--- src/rtl/emulib_pkt_fifo.sv ---
// Packet FIFO: store-and-forward (commit on last beat, drop on abort or overflow)
// or cut-through; zero-latency output from the storage array.
module emulib_pkt_fifo #(
    parameter int unsigned WIDTH    = 32,
    parameter int unsigned DEPTH    = 16,
    parameter int unsigned PKT_MODE = 1,
    parameter int unsigned AF_LEVEL = DEPTH - 2,
    parameter int unsigned AE_LEVEL = 1,
    parameter int unsigned CNTW     = $clog2(DEPTH + 1)
) (
    input  logic             clk,
    input  logic             rst_n,
    input  logic             ivalid,
    output logic             iready,
    input  logic [WIDTH-1:0] idata,
    input  logic             ilast,
    input  logic             iabort,
    output logic             ovalid,
    input  logic             oready,
    output logic [WIDTH-1:0] odata,
    output logic             olast,
    output logic             full,
    output logic             empty,
    output logic             almost_full,
    output logic             almost_empty,
    output logic [CNTW-1:0]  item_cnt,
    output logic [CNTW-1:0]  burst_cnt,
    output logic [15:0]      drop_cnt
);
    localparam int unsigned     PW        = (DEPTH > 1) ? $clog2(DEPTH) : 1;
    localparam logic [PW-1:0]   PTR_LAST  = PW'(DEPTH - 1);
    localparam logic [CNTW-1:0] CNT_DEPTH = CNTW'(DEPTH);
    localparam logic [CNTW-1:0] CNT_ONE   = CNTW'(1);
    localparam logic [CNTW-1:0] AF_CNT    = CNTW'(AF_LEVEL);
    localparam logic [CNTW-1:0] AE_CNT    = CNTW'(AE_LEVEL);

    typedef enum logic {PASS, DROP} state_t;

    logic [WIDTH:0]  mem [DEPTH];
    logic [PW-1:0]   wp, cp, rp, wp_d, cp_d, rp_d;
    logic [CNTW-1:0] occ, occ_d, item_d, burst_d;
    logic [15:0]     drop_d;
    state_t          state, state_d;
    logic            acc, rd, we;

    function automatic logic [PW-1:0] ptr_inc(input logic [PW-1:0] p);
        return (p == PTR_LAST) ? '0 : p + PW'(1);
    endfunction

    function automatic logic [15:0] sat_inc(input logic [15:0] c);
        return (c == 16'hFFFF) ? c : c + 16'd1;
    endfunction

    // Output side sees only committed entries; item_cnt disambiguates rp == cp
    assign ovalid       = (rp != cp) || (item_cnt == CNT_DEPTH);
    assign {odata, olast} = mem[rp];
    assign iready       = ((PKT_MODE != 0) && (state == DROP)) || (occ != CNT_DEPTH);
    assign acc          = ivalid && iready;
    assign rd           = ovalid && oready;
    assign full         = !iready;
    assign empty        = !ovalid;
    assign almost_full  = (occ >= AF_CNT);
    assign almost_empty = (item_cnt <= AE_CNT);

    // Next-state: read applied first so write/commit/rewind see the net occupancy
    always_comb begin
        wp_d    = wp;
        cp_d    = cp;
        rp_d    = rp;
        occ_d   = occ;
        item_d  = item_cnt;
        burst_d = burst_cnt;
        drop_d  = drop_cnt;
        state_d = state;
        we      = 1'b0;
        if (rd) begin
            rp_d   = ptr_inc(rp);
            occ_d  = occ - CNT_ONE;
            item_d = item_cnt - CNT_ONE;
            if (olast) begin
                burst_d = burst_cnt - CNT_ONE;
            end
        end
        if (acc) begin
            if (PKT_MODE == 0) begin
                we     = 1'b1;
                wp_d   = ptr_inc(wp);
                cp_d   = ptr_inc(wp);
                occ_d  = occ_d + CNT_ONE;
                item_d = occ_d;
                if (ilast) begin
                    burst_d = burst_d + CNT_ONE;
                end
            end else if (state == DROP) begin
                if (ilast) begin
                    state_d = PASS;
                    drop_d  = sat_inc(drop_cnt);
                end
            end else if (ilast && iabort) begin
                wp_d   = cp;
                occ_d  = item_d;
                drop_d = sat_inc(drop_cnt);
            end else if (ilast) begin
                we      = 1'b1;
                wp_d    = ptr_inc(wp);
                cp_d    = ptr_inc(wp);
                occ_d   = occ_d + CNT_ONE;
                item_d  = occ_d;
                burst_d = burst_d + CNT_ONE;
            end else if (occ_d + CNT_ONE == CNT_DEPTH) begin
                // Packet cannot fit: throw away its partial beats and swallow the rest
                state_d = DROP;
                wp_d    = cp;
                occ_d   = item_d;
            end else begin
                we    = 1'b1;
                wp_d  = ptr_inc(wp);
                occ_d = occ_d + CNT_ONE;
            end
        end
    end

    always_ff @(posedge clk) begin
        if (!rst_n) begin
            wp        <= '0;
            cp        <= '0;
            rp        <= '0;
            occ       <= '0;
            item_cnt  <= '0;
            burst_cnt <= '0;
            drop_cnt  <= '0;
            state     <= PASS;
        end else begin
            wp        <= wp_d;
            cp        <= cp_d;
            rp        <= rp_d;
            occ       <= occ_d;
            item_cnt  <= item_d;
            burst_cnt <= burst_d;
            drop_cnt  <= drop_d;
            state     <= state_d;
        end
    end

    // Storage array, intentionally not reset
    always_ff @(posedge clk) begin
        if (rst_n && we) begin
            mem[wp] <= {idata, ilast};
        end
    end
endmodule

--- config.mk ---
export PLATFORM = sky130hd
export DESIGN_NAME = emulib_pkt_fifo
export DESIGN_NICKNAME = d
export VERILOG_FILES = /design/src/rtl/emulib_pkt_fifo.sv
export SDC_FILE = /design/constraint.sdc
export NUM_CORES = 1
export LEC_CHECK = 0
export ABC_AREA = 1
export CAP_MARGIN = 5
export CELL_PAD_IN_SITES_DETAIL_PLACEMENT = 0
export CELL_PAD_IN_SITES_GLOBAL_PLACEMENT = 1
export CORE_MARGIN = 2
export CORE_UTILIZATION = 45
export CTS_CLUSTER_DIAMETER = 150
export CTS_CLUSTER_SIZE = 8
export DETAILED_ROUTE_END_ITERATION = 6
export PLACE_DENSITY = 0.84
export SLEW_MARGIN = 20
export SYNTH_ARGS = -nofsm -noshare
export SYNTH_HDL_FRONTEND = slang
export SYNTH_SLANG_ARGS = --single-unit
--- constraint.sdc ---
create_clock -name clk -period 6.4 [get_ports clk]
set_input_delay 0.64 -clock clk [delete_from_list [all_inputs] [get_ports clk]]
set_output_delay 0.64 -clock clk [all_outputs]
set_load 0.1 [all_outputs]
==> results.json <==
{
  "ys_async_sr_fraction_pct": 0,
  "synth-main-ff-cell": "edfxtp_1",
  "avgSynthCellArea_um2": 13.2,
  "cp-end-kind": "primary output",
  "holdWs_ps": 507,
  "cts_setup_buffers": 0,
  "cp_cell_sequence": "buf_4 > buf_4 > a21oi_1 > o21ai_0 > o21ai_0 > o211ai_1 > nand2_1 > clkdlybuf4s50_1",
  "hold_depth": 2,
  "diodes": 0,
  "drive_gt1_share_pct": 8.95,
  "core_um2": 52400,
  "synth_mux_area_share_pct": 5.38,
  "ys_seq_elements": 576,
  "rsz0062_at_grt": "false",
  "switching_share_pct": 34.1,
  "wl_mm": 53.7,
  "drcViolationCount": 0,
  "synth-xor-area-share_pct": 0.478,
  "postCtsHoldBufs": 0,
  "slowest_delay_ps": 990,
  "syn2layout_area_growth_pct": 17.3,
  "dieArea_um2": 54700,
  "pwr-share-comb_pct": 27.5,
  "ys_seq_area_share_pct": 70.7,
  "tns_ps": 0,
  "portBuffers": 102,
  "synth.most_common_cell": "edfxtp_1",
  "ctsResizeCount": 0,
  "dpl.hpwl_mm": 28.6,
  "routedWlPerCell_um": 20.4,
  "ys_warn_count": 0,
  "wl_met2_mm": 26.2,
  "ir_drop_mv": 0.313,
  "r2r_setup_slack_ps": 2380,
  "start_util_pct": 45.4,
  "synthSimpleGateAreaFrac_pct": 5.42,
  "path_class": "register to primary output",
  "total_power_w": 0.0112,
  "gp_congestion": 0.840,
  "drt-initial-drc-count": 1277,
  "p_leak_nw": 9.48,
  "antenna_found_initial": 0,
  "status": "completed",
  "timing.rr.end": "mem[4][28]",
  "netlist_instances": 1808,
  "setup_viol_count_final": 0,
  "synth_compound_gate_area_share_pct": 12.1,
  "numClockSinks": 576,
  "clockPowerShare_pct": 34.0,
  "grt.overflow.total": 0,
  "yosys.area_share.adder_pct": 0.736,
  "rr_worst_depth": 17,
  "synth_top_family_by_area": "compound AO/OA/AOI/OAI gates",
  "finalClockSkew_ps": 14.7,
  "min_from": "drop_cnt[11]",
  "min_path_type": "register to register",
  "cp.arrival_ps": 4270,
  "start_kind": "register",
  "fillers": 4222,
  "ys_top_cells_by_count": "edfxtp_1, inv_1, o21ai_0",
  "maxCapViolations": 0,
  "final_nets": 1975,
  "r2r_start": "item_cnt[0]",
  "grt_max_degree": 147,
  "syn_nets": 1860,
  "cts_root_buffer": "clkbuf_16",
  "die_h_um": 234,
  "critPathSlowestCell": "clkdlybuf4s50_1",
  "synth_top_cell_area_share_pct": 66.6,
  "met3WireLength_mm": 3.44,
  "synth_edf_count": 528,
  "synth_top_area_cell": "edfxtp_1",
  "htreeDepth": 3,
  "vias": 14700,
  "cts_buffer_depth": 3,
  "clk_pin_slew_ps": 50,
  "synthDistinctLibCells": 40,
  "relSlewSlack_pct": 31.3,
  "viasPerCell": 5.58,
  "worst_pin_slew_ps": 1030,
  "netlist_area_um2": 23800,
  "ant_nets": 0,
  "critPathTopFamily": "buffers and inverters",
  "hold_viol_final": 0,
  "row_count": 84,
  "netSwitchingPower_w": 0.00382,
  "cts_tree": "yes",
  "ys_top_cells_by_area": "edfxtp_1, mux2i_1, o211ai_1",
  "cp_max_fo": 51,
  "track_usage_pct": 20.0,
  "power.density_nw_per_um2": 401,
  "grt_pass1_vias": 14800,
  "period_share_pct": 76.7,
  "fmax_mhz": 204,
  "dr.pass1.iters": 6,
  "numCtsBuffers": 81,
  "critical_path_buf_inv_count": 3,
  "min_period_ps": 4910,
  "drt-met1-wl_mm": 22.8,
  "worstHoldEndpoint": "drop_cnt[11]",
  "crit_required_ps": 5760,
  "ios": 103,
  "chipWidth_um": 234,
  "power_frac_seq_pct": 38.5,
  "topRoutingLayerUsed": "met4",
  "slew_viol_final": 0,
  "grt_pass1_wl_mm": 83.0,
  "p_int_w": 0.00738,
  "clk_latency_ps": 610
}
-- power groups by stage --
stage / clock network, W / logic (W) / registers [W]
finish: 0.00381 / 0.00308 / 0.00431
floorplan: 0 / 0.00225 / 0.00448
CTS: 0.00387 / 0.00310 / 0.00431
global route: 0.00404 / 0.00331 / 0.00432
global placement: 0 / 0.00304 / 0.00438
detailed placement: 0 / 0.00308 / 0.00438
-- area by class of cell --
class	instances	area, um2	share of cell area, %
clock buffer	101	2170	7.76
clock inverter	4	67.6	0.242
inverter	213	802	2.87
multi-input combinational	916	5840	20.9
sequential	576	16800	60.3
tap	688	861	3.09
timing repair buffer	135	1330	4.78
-- worst register-to-register path, delay by kind of cell, from the launching register on --
family,cells,cell delay (ps)
simple gates,12,2000
buf+inv,3,770
flops,1,440
fa+ha+maj,2,420
-- flip-flops by register name, summed over array words and instances (netlist names), named ones only --
register   cells
burst_cnt      5
cp             4
drop_cnt      16
item_cnt       5
mem          528
occ            5
rp             4
state          1
wp             4
-- worst max path at each step --
stage                      from           to  cells after the start
floorplan           item_cnt[0]   mem[10][0]                     17
global placement         oready  mem[15][17]                     13
detailed placement     register    odata[15]                      8
CTS                    register    odata[13]                      8
global route           register    odata[15]                      8
finish                 register    odata[13]                      8
-- per-stage QoR --
| step | cells | utilization [%] | area (um2) | setup slack [ps] |
|---|---|---|---|---|
| finish | 2633 | 53.2 | 27900 | 1490 |
| global route | 2633 | 53.2 | 27900 | 1220 |
| CTS | 2633 | 53.2 | 27900 | 1410 |
| detailed placement | 2528 | 48.9 | 25700 | 2070 |
| global placement | 2526 | 48.8 | 25600 | 2070 |
| floorplan | 1808 | - | 23800 | 350 |
-- cells by family after synthesis --
family / Yosys count
buffers and inverters: 316
DFF: 576
xor gates and xnor gates: 13
AOI/OAI and AO/OA: 504
muxes: 128
adders and majority gates: 14
and+or+nand+nor: 257
-- layer usage --
| layer | vias to the layer above | global-route usage (%) |
|---|---|---|
| li1 | 6856 | - |
| met1 | 7255 | 26.2 |
| met2 | 479 | 33.3 |
| met3 | 106 | 4.06 |
| met4 | 0 | 6.61 |
| met5 | - | 0 |
-- layout by cell type, fill, tap and decap left out, drive strengths merged, types with 4 or more instances in the layout --
| cell | count |
|---|---|
| nand2 | 112 |
| clkinv | 4 |
| nor4 | 5 |
| a21oi | 163 |
| inv | 213 |
| nand3 | 79 |
| dfxtp | 48 |
| o21ai | 193 |
| edfxtp | 528 |
| mux2i | 128 |
| clkbuf | 101 |
| xor2 | 10 |
| a31oi | 5 |
| ha | 14 |
| nor2 | 28 |
| o211ai | 138 |
| clkdlybuf4s50 | 102 |
| nor3 | 22 |
| nand4 | 7 |
| buf | 33 |
(Power assumes the default switching activity.)
